--- src/rtl/gdb_uart_fifo_if.sv ---
// Serial, transmit and receive-FIFO signals of the GDB UART front end.
// The DUT side uses the slave modport and the protocol engine uses the master modport.
interface gdb_uart_fifo_if;
  logic       rx;
  logic       tx;
  logic       transmit;
  logic [7:0] tx_byte;
  logic       is_transmitting;
  logic       is_receiving;
  logic       recv_error;
  logic       rd_en;
  logic [7:0] dout;
  logic       empty;
  logic       full;

  modport slave (
    input  rx, transmit, tx_byte, rd_en,
    output tx, is_transmitting, is_receiving, recv_error, dout, empty, full
  );

  modport master (
    output rx, transmit, tx_byte, rd_en,
    input  tx, is_transmitting, is_receiving, recv_error, dout, empty, full
  );
endinterface

--- src/rtl/gdb_uart_fifo.sv ---
// 8N1 UART transmitter and receiver. Every received byte is pushed into a receive FIFO,
// which has a registered read port.
module gdb_uart_fifo #(
  parameter int unsigned CLKS_PER_BIT = 868,
  parameter int unsigned FIFO_DEPTH   = 16
) (
  input logic            clk,
  input logic            rst,
  gdb_uart_fifo_if.slave bus
);
  localparam int unsigned CntW   = $clog2(CLKS_PER_BIT);
  localparam int unsigned PtrW   = $clog2(FIFO_DEPTH);
  localparam int unsigned CountW = PtrW + 1;
  localparam logic [CntW-1:0] BitLast  = CntW'(CLKS_PER_BIT - 1);
  localparam logic [CntW-1:0] HalfLast = CntW'(CLKS_PER_BIT / 2 - 1);

  typedef enum logic [1:0] {TxIdle, TxStart, TxData, TxStop} tx_state_e;
  typedef enum logic [1:0] {RxIdle, RxStart, RxData, RxStop} rx_state_e;

  // ---------------- transmitter ----------------
  tx_state_e       tx_state_q, tx_state_d;
  logic [CntW-1:0] tx_cnt_q, tx_cnt_d;
  logic [2:0]      tx_bit_q, tx_bit_d;
  logic [7:0]      tx_shift_q, tx_shift_d;
  logic            tx_q, tx_d;

  always_ff @(posedge clk) begin
    if (rst) begin
      tx_state_q <= TxIdle;
      tx_cnt_q   <= '0;
      tx_bit_q   <= '0;
      tx_shift_q <= '0;
      tx_q       <= 1'b1;
    end else begin
      tx_state_q <= tx_state_d;
      tx_cnt_q   <= tx_cnt_d;
      tx_bit_q   <= tx_bit_d;
      tx_shift_q <= tx_shift_d;
      tx_q       <= tx_d;
    end
  end

  always_comb begin
    tx_state_d = tx_state_q;
    tx_cnt_d   = tx_cnt_q + CntW'(1);
    tx_bit_d   = tx_bit_q;
    tx_shift_d = tx_shift_q;
    tx_d       = tx_q;
    case (tx_state_q)
      TxIdle: begin
        tx_cnt_d = '0;
        tx_d     = 1'b1;
        if (bus.transmit) begin
          tx_shift_d = bus.tx_byte;
          tx_state_d = TxStart;
          tx_d       = 1'b0;
        end
      end
      TxStart: begin
        if (tx_cnt_q == BitLast) begin
          tx_cnt_d   = '0;
          tx_bit_d   = '0;
          tx_state_d = TxData;
          tx_d       = tx_shift_q[0];
        end
      end
      TxData: begin
        if (tx_cnt_q == BitLast) begin
          tx_cnt_d = '0;
          if (tx_bit_q == 3'd7) begin
            tx_state_d = TxStop;
            tx_d       = 1'b1;
          end else begin
            tx_bit_d   = tx_bit_q + 3'd1;
            tx_shift_d = {1'b0, tx_shift_q[7:1]};
            tx_d       = tx_shift_q[1];
          end
        end
      end
      TxStop: begin
        if (tx_cnt_q == BitLast) begin
          tx_cnt_d   = '0;
          tx_state_d = TxIdle;
        end
      end
      default: tx_state_d = TxIdle;
    endcase
  end

  // ---------------- receiver ----------------
  logic            rx_s1_q, rx_s2_q, rx_s3_q;
  rx_state_e       rx_state_q, rx_state_d;
  logic [CntW-1:0] rx_cnt_q, rx_cnt_d;
  logic [2:0]      rx_bit_q, rx_bit_d;
  logic [7:0]      rx_shift_q, rx_shift_d;
  logic            recv_error_q, recv_error_d;
  logic            wr_en;

  always_ff @(posedge clk) begin
    if (rst) begin
      rx_s1_q      <= 1'b1;
      rx_s2_q      <= 1'b1;
      rx_s3_q      <= 1'b1;
      rx_state_q   <= RxIdle;
      rx_cnt_q     <= '0;
      rx_bit_q     <= '0;
      rx_shift_q   <= '0;
      recv_error_q <= 1'b0;
    end else begin
      rx_s1_q      <= bus.rx;
      rx_s2_q      <= rx_s1_q;
      rx_s3_q      <= rx_s2_q;
      rx_state_q   <= rx_state_d;
      rx_cnt_q     <= rx_cnt_d;
      rx_bit_q     <= rx_bit_d;
      rx_shift_q   <= rx_shift_d;
      recv_error_q <= recv_error_d;
    end
  end

  // rx_s2_q is the synchronized line; rx_s3_q is its previous value, used for edge detection.
  always_comb begin
    rx_state_d   = rx_state_q;
    rx_cnt_d     = rx_cnt_q + CntW'(1);
    rx_bit_d     = rx_bit_q;
    rx_shift_d   = rx_shift_q;
    recv_error_d = 1'b0;
    wr_en        = 1'b0;
    case (rx_state_q)
      RxIdle: begin
        rx_cnt_d = '0;
        if (rx_s3_q && !rx_s2_q) rx_state_d = RxStart;
      end
      RxStart: begin
        if (rx_cnt_q == HalfLast) begin
          rx_cnt_d   = '0;
          rx_bit_d   = '0;
          rx_state_d = rx_s2_q ? RxIdle : RxData;
        end
      end
      RxData: begin
        if (rx_cnt_q == BitLast) begin
          rx_cnt_d   = '0;
          rx_shift_d = {rx_s2_q, rx_shift_q[7:1]};
          rx_bit_d   = rx_bit_q + 3'd1;
          if (rx_bit_q == 3'd7) rx_state_d = RxStop;
        end
      end
      RxStop: begin
        if (rx_cnt_q == BitLast) begin
          rx_cnt_d     = '0;
          rx_state_d   = RxIdle;
          wr_en        = rx_s2_q;
          recv_error_d = !rx_s2_q;
        end
      end
      default: rx_state_d = RxIdle;
    endcase
  end

  // ---------------- receive FIFO ----------------
  logic [7:0]        mem_q [FIFO_DEPTH];
  logic [PtrW-1:0]   wptr_q, rptr_q;
  logic [CountW-1:0] count_q, count_d;
  logic [7:0]        dout_q;
  logic              fifo_empty, fifo_full, do_rd, do_wr;

  assign fifo_empty = (count_q == '0);
  assign fifo_full  = (count_q == CountW'(FIFO_DEPTH));
  assign do_rd      = bus.rd_en && !fifo_empty;
  // A read in the same cycle frees a slot, so a write to a full FIFO can still land.
  assign do_wr      = wr_en && (!fifo_full || do_rd);

  always_comb begin
    count_d = count_q;
    if (do_wr && !do_rd)      count_d = count_q + CountW'(1);
    else if (do_rd && !do_wr) count_d = count_q - CountW'(1);
  end

  always_ff @(posedge clk) begin
    if (rst) begin
      wptr_q  <= '0;
      rptr_q  <= '0;
      count_q <= '0;
      dout_q  <= '0;
    end else begin
      count_q <= count_d;
      if (do_wr) wptr_q <= wptr_q + PtrW'(1);
      if (do_rd) begin
        rptr_q <= rptr_q + PtrW'(1);
        dout_q <= mem_q[rptr_q];
      end
    end
  end

  always_ff @(posedge clk) begin
    if (do_wr) mem_q[wptr_q] <= rx_shift_q;
  end

  assign bus.tx              = tx_q;
  assign bus.is_transmitting = (tx_state_q != TxIdle);
  assign bus.is_receiving    = (rx_state_q != RxIdle);
  assign bus.recv_error      = recv_error_q;
  assign bus.dout            = dout_q;
  assign bus.empty           = fifo_empty;
  assign bus.full            = fifo_full;
endmodule

--- src/flat_wrapper.sv ---
// flat-port wrapper written by rule: the top's interface ports become plain ports
module gdb_uart_fifo_flat 
#(
  parameter int unsigned CLKS_PER_BIT = 868,
  parameter int unsigned FIFO_DEPTH   = 16
)
  (clk, rst, bus_rx, bus_transmit, bus_tx_byte, bus_rd_en, bus_tx, bus_is_transmitting, bus_is_receiving, bus_recv_error, bus_dout, bus_empty, bus_full);
  gdb_uart_fifo_if bus_i ();
  input logic clk;
  input logic rst;
  input wire logic [$bits(bus_i.rx)-1:0] bus_rx;
  input wire logic [$bits(bus_i.transmit)-1:0] bus_transmit;
  input wire logic [$bits(bus_i.tx_byte)-1:0] bus_tx_byte;
  input wire logic [$bits(bus_i.rd_en)-1:0] bus_rd_en;
  output wire logic [$bits(bus_i.tx)-1:0] bus_tx;
  output wire logic [$bits(bus_i.is_transmitting)-1:0] bus_is_transmitting;
  output wire logic [$bits(bus_i.is_receiving)-1:0] bus_is_receiving;
  output wire logic [$bits(bus_i.recv_error)-1:0] bus_recv_error;
  output wire logic [$bits(bus_i.dout)-1:0] bus_dout;
  output wire logic [$bits(bus_i.empty)-1:0] bus_empty;
  output wire logic [$bits(bus_i.full)-1:0] bus_full;
  assign bus_i.rx = bus_rx;
  assign bus_i.transmit = bus_transmit;
  assign bus_i.tx_byte = bus_tx_byte;
  assign bus_i.rd_en = bus_rd_en;
  assign bus_tx = bus_i.tx;
  assign bus_is_transmitting = bus_i.is_transmitting;
  assign bus_is_receiving = bus_i.is_receiving;
  assign bus_recv_error = bus_i.recv_error;
  assign bus_dout = bus_i.dout;
  assign bus_empty = bus_i.empty;
  assign bus_full = bus_i.full;
  gdb_uart_fifo #(.CLKS_PER_BIT(CLKS_PER_BIT), .FIFO_DEPTH(FIFO_DEPTH)) u_core (.clk(clk), .rst(rst), .bus(bus_i));
endmodule
--- config.mk ---
export PLATFORM = sky130hd
export DESIGN_NAME = gdb_uart_fifo_flat
export DESIGN_NICKNAME = d
export VERILOG_FILES = /design/src/rtl/gdb_uart_fifo_if.sv /design/src/rtl/gdb_uart_fifo.sv /design/src/flat_wrapper.sv
export SDC_FILE = /design/constraint.sdc
export NUM_CORES = 1
export LEC_CHECK = 0
export CAP_MARGIN = 10
export CORE_UTILIZATION = 37
export DETAILED_ROUTE_END_ITERATION = 16
export PLACE_DENSITY_LB_ADDON = 0.25
export SYNTH_ARGS = -nofsm -noshare
export SYNTH_HDL_FRONTEND = slang
export SYNTH_SLANG_ARGS = --single-unit
--- constraint.sdc ---
create_clock -name clk -period 4.5 [get_ports clk]
set_input_delay 0.45 -clock clk [delete_from_list [all_inputs] [get_ports clk]]
set_output_delay 0.45 -clock clk [all_outputs]
set_load 0.01 [all_outputs]
==> results.txt <==
Via density = 5.152
Layout Nets = 652
Pleak = 0.003209 µW
delay of the slowest cell on the worst path = 480 ps
worst-margin pin slew = 1007 ps
grt ovf = 0
Post-DP HPWL = 10850 µm
CP Data Required Time = 4820 ps
clk_lat worst skew = 430 ps
crit-path cells = or3b_4 > nor4_4 > and2_1 > ha_1 > inv_1 > ha_1 > a21o_1 > a21oi_1 > mux2i_1 > mux2_2
Synth Flop Type = edfxtp_1
drt pass-1 iters = 10
Die H = 152.4 µm
ANT cells = 0
Iteration-0 DRC Markers = 253
total power = 4571 µW
I/O pin count = 27
crit-path leading delay family = simple AND/OR/NAND/NOR gates
final worst-path cycle share = 75.85%
Post-CTS Setup Repair Bufs = 0
Critical Path End Type = flip-flop
clock slew at reported path FFs = 70 ps
synthesis-to-finish area growth = 13.17%
gpl congestion = 0.8235
Crit path top cell by count = ha_1
die area = 23220 µm²
Fmax = 293.0 MHz
Post-Synthesis Cells = 593
Hold Slack = 415.0 ps
RSZ-0062 raised after global routing = false
Setup CP Type = flip-flop to flip-flop
Yosys warning count = 0
number of flops mapped to enable cells by yosys = 128
count of cell types in the netlist = 57
H-tree Lvls = 4
Startpoint Class = flip-flop
Fin Setup TNS = 0 ps
wirelength, routed = 16250 µm
via count = 4673
total CTS buffers = 17
number of clock sinks = 200
ratio of cells with drive above 1 in the final layout = 15.31%
CTS Hold Bufs = 0
Buf/Inv on CP = 1
violated checks = design-rule violations
post-CTS sizing = 0
core area = 22030 µm²
vias in the first global route = 4862
Critical Path Slowest Stage Cell = and2_1
largest net degree at the start of global routing = 28
GRT Overall Usage = 14.80%
Slew Viols, Final = 0
# DRC = 2
power density cells = 482.7 nW/µm²
Max-slew headroom = 32.76%
Seq cells post-synth = 200
Max Cap Viol = 0
Synth Cell Area = 8367 µm²
DP Area = 8859 µm²
Worst Path Max Fanout = 17
CTS tree = yes
asr flop ratio synth = 0%
Avg Synthesized Cell Area = 14.11 µm²
Routed WL per cell = 17.92 µm
HP Class = flip-flop to flip-flop
initial antenna violation count = 0
Final ANT Viol Nets = 0
Final Hold Fails = 0
Seq/Total Area, Yosys = 63.17%
Peak VDD IR = 0.2834 mV
clk buf depth = 2
Core Rows = 54
Final setup viols = 0
Root Buffer = clkbuf_16
clock skew = 9.109 ps
data arrival time of the worst path = 3740 ps
status = finished with violations
Post-Syn Nets = 631
final instance area = 9469 µm²
fin crit period = 3413 ps
initial core utilization = 37.99%
IO buf count = 26
first-pass GRT wire length = 25940 µm
die width = 152.4 µm
[kinds of logic after synthesis]
group / count (synthesis) / synth area share, %
flops: 200 / 63.17
simple gates: 165 / 10.09
compound gates: 67 / 5.414
mux: 61 / 12.10
buf+inv: 51 / 2.886
fa+ha+maj: 25 / 3.828
xor+xnor: 24 / 2.512
[final cells by class]
type / instances / area, µm²
timing repair buffer: 30 / 290.3
tap: 280 / 350.3
multi-input combinational: 342 / 2845
clock inverter: 12 / 173.9
fill: 2011 / 12560
clock buffer: 20 / 436.7
sequential: 200 / 5286
inverter: 23 / 86.33
[routing by layer]
metal	GRT usage [%]	part of all wire [%]	vias up	wire, µm
met5	0	0	-	0
met4	5.539	1.6	0	253
met3	2.759	3.5	20	575
met2	26.22	50	82	8122
met1	17.87	45	2308	7299
li1	-	-	2263	-
[placed cells by master, fill, tap and decap left out, types with 3 or more instances in the layout]
cell,instances
xnor2_1,13
o22ai_1,8
nand2b_1,3
mux4_2,32
ha_1,24
and3_2,6
nand3_1,18
a211oi_1,7
inv_1,21
nor2b_1,6
and2_1,4
clkdlybuf4s50_1,26
xor2_1,11
dfxtp_1,71
and3_1,12
nand4b_1,3
edfxtp_1,128
nor3_1,4
or3_1,3
clkinvlp_4,3
nand2_1,24
o21ai_0,8
mux2i_1,28
nand4_1,7
a31o_2,10
bufinv_16,4
or2_2,3
clkbuf_1,3
a21oi_1,21
buf_4,4
nor2_1,62
clkbuf_16,17
[worst register-to-register path: stages (launching register included)]
cell,delay (ps)
dfxtp_1,350
or3b_4,450
nor4_4,360
and2_1,480
ha_1,300
inv_1,110
ha_1,340
a21o_1,190
a21oi_1,180
mux2i_1,210
mux2_2,340
[power breakdown]
group	switching, µW	total [µW]	internal [µW]
clock	645	1570	929
sequential	114	2140	2030
combinational	421	852	432
[metrics by stage]
| stage | worst slack (ps) | util (%) | cells |
|---|---|---|---|
| 2_1_floorplan | 1365 | - | 593 |
| 3_3_place_gp | 1170 | 40.22 | 875 |
| 3_5_place_dp | 1098 | 40.22 | 875 |
| 4_1_cts | 1072 | 42.99 | 907 |
| 6_report | 1087 | 42.99 | 907 |
| 5_1_grt | 847.3 | 42.99 | 907 |
[registers in the layout, summed over array words and instances, names as in the netlist, 5 cells and up, named ones only]
register,cells
u_core.tx_cnt_q,10
u_core.count_q,5
u_core.rx_shift_q,8
u_core.bus.dout,8
u_core.tx_shift_q,8
u_core.rx_cnt_q,10
u_core.mem_q,128
[final timing paths]
| kind | from | end | slack [ps] | cells past startpoint |
|---|---|---|---|---|
| min | u_core.rx_s1_q$_SDFF_PP1_ | u_core.rx_s2_q$_SDFF_PP1_ | 420 | 1 |
| min reg2reg | u_core.rx_s1_q$_SDFF_PP1_ | u_core.rx_s2_q$_SDFF_PP1_ | 420 | 1 |
| max reg2reg | u_core.rx_cnt_q[3]$_SDFF_PP0_ | u_core.count_q[4]$_SDFFE_PP0P_ | 1090 | 10 |
| max | u_core.rx_cnt_q[3]$_SDFF_PP0_ | u_core.count_q[4]$_SDFFE_PP0P_ | 1090 | 10 |
[synthesized netlist by cell type (2+ instances only)]
library cell,n,share of area [%]
nand4b_1,3,0.31
a31o_2,10,1.0
or3_1,3,0.22
dfxtp_1,72,17
nand3_1,18,1.1
nand4_1,7,0.52
and3_2,6,0.54
and2_1,4,0.30
nand2b_1,3,0.22
ha_1,24,3.6
nand2_1,24,1.1
edfxtp_1,128,46
or2_2,3,0.22
clkbuf_8,2,0.33
inv_1,21,0.94
buf_2,9,0.54
xnor2_1,13,1.4
mux4_2,32,8.6
o22ai_1,8,0.60
nor2_1,62,2.8
a21oi_1,21,1.3
xor2_1,11,1.2
buf_6,2,0.27
nor2b_1,6,0.45
mux2i_1,28,3.3
nor3_1,5,0.30
clkbuf_1,13,0.58
and3_1,12,0.90
o211ai_1,2,0.18
a211oi_1,7,0.63
o21ai_0,8,0.48
Power figures use the tool's default switching activity.
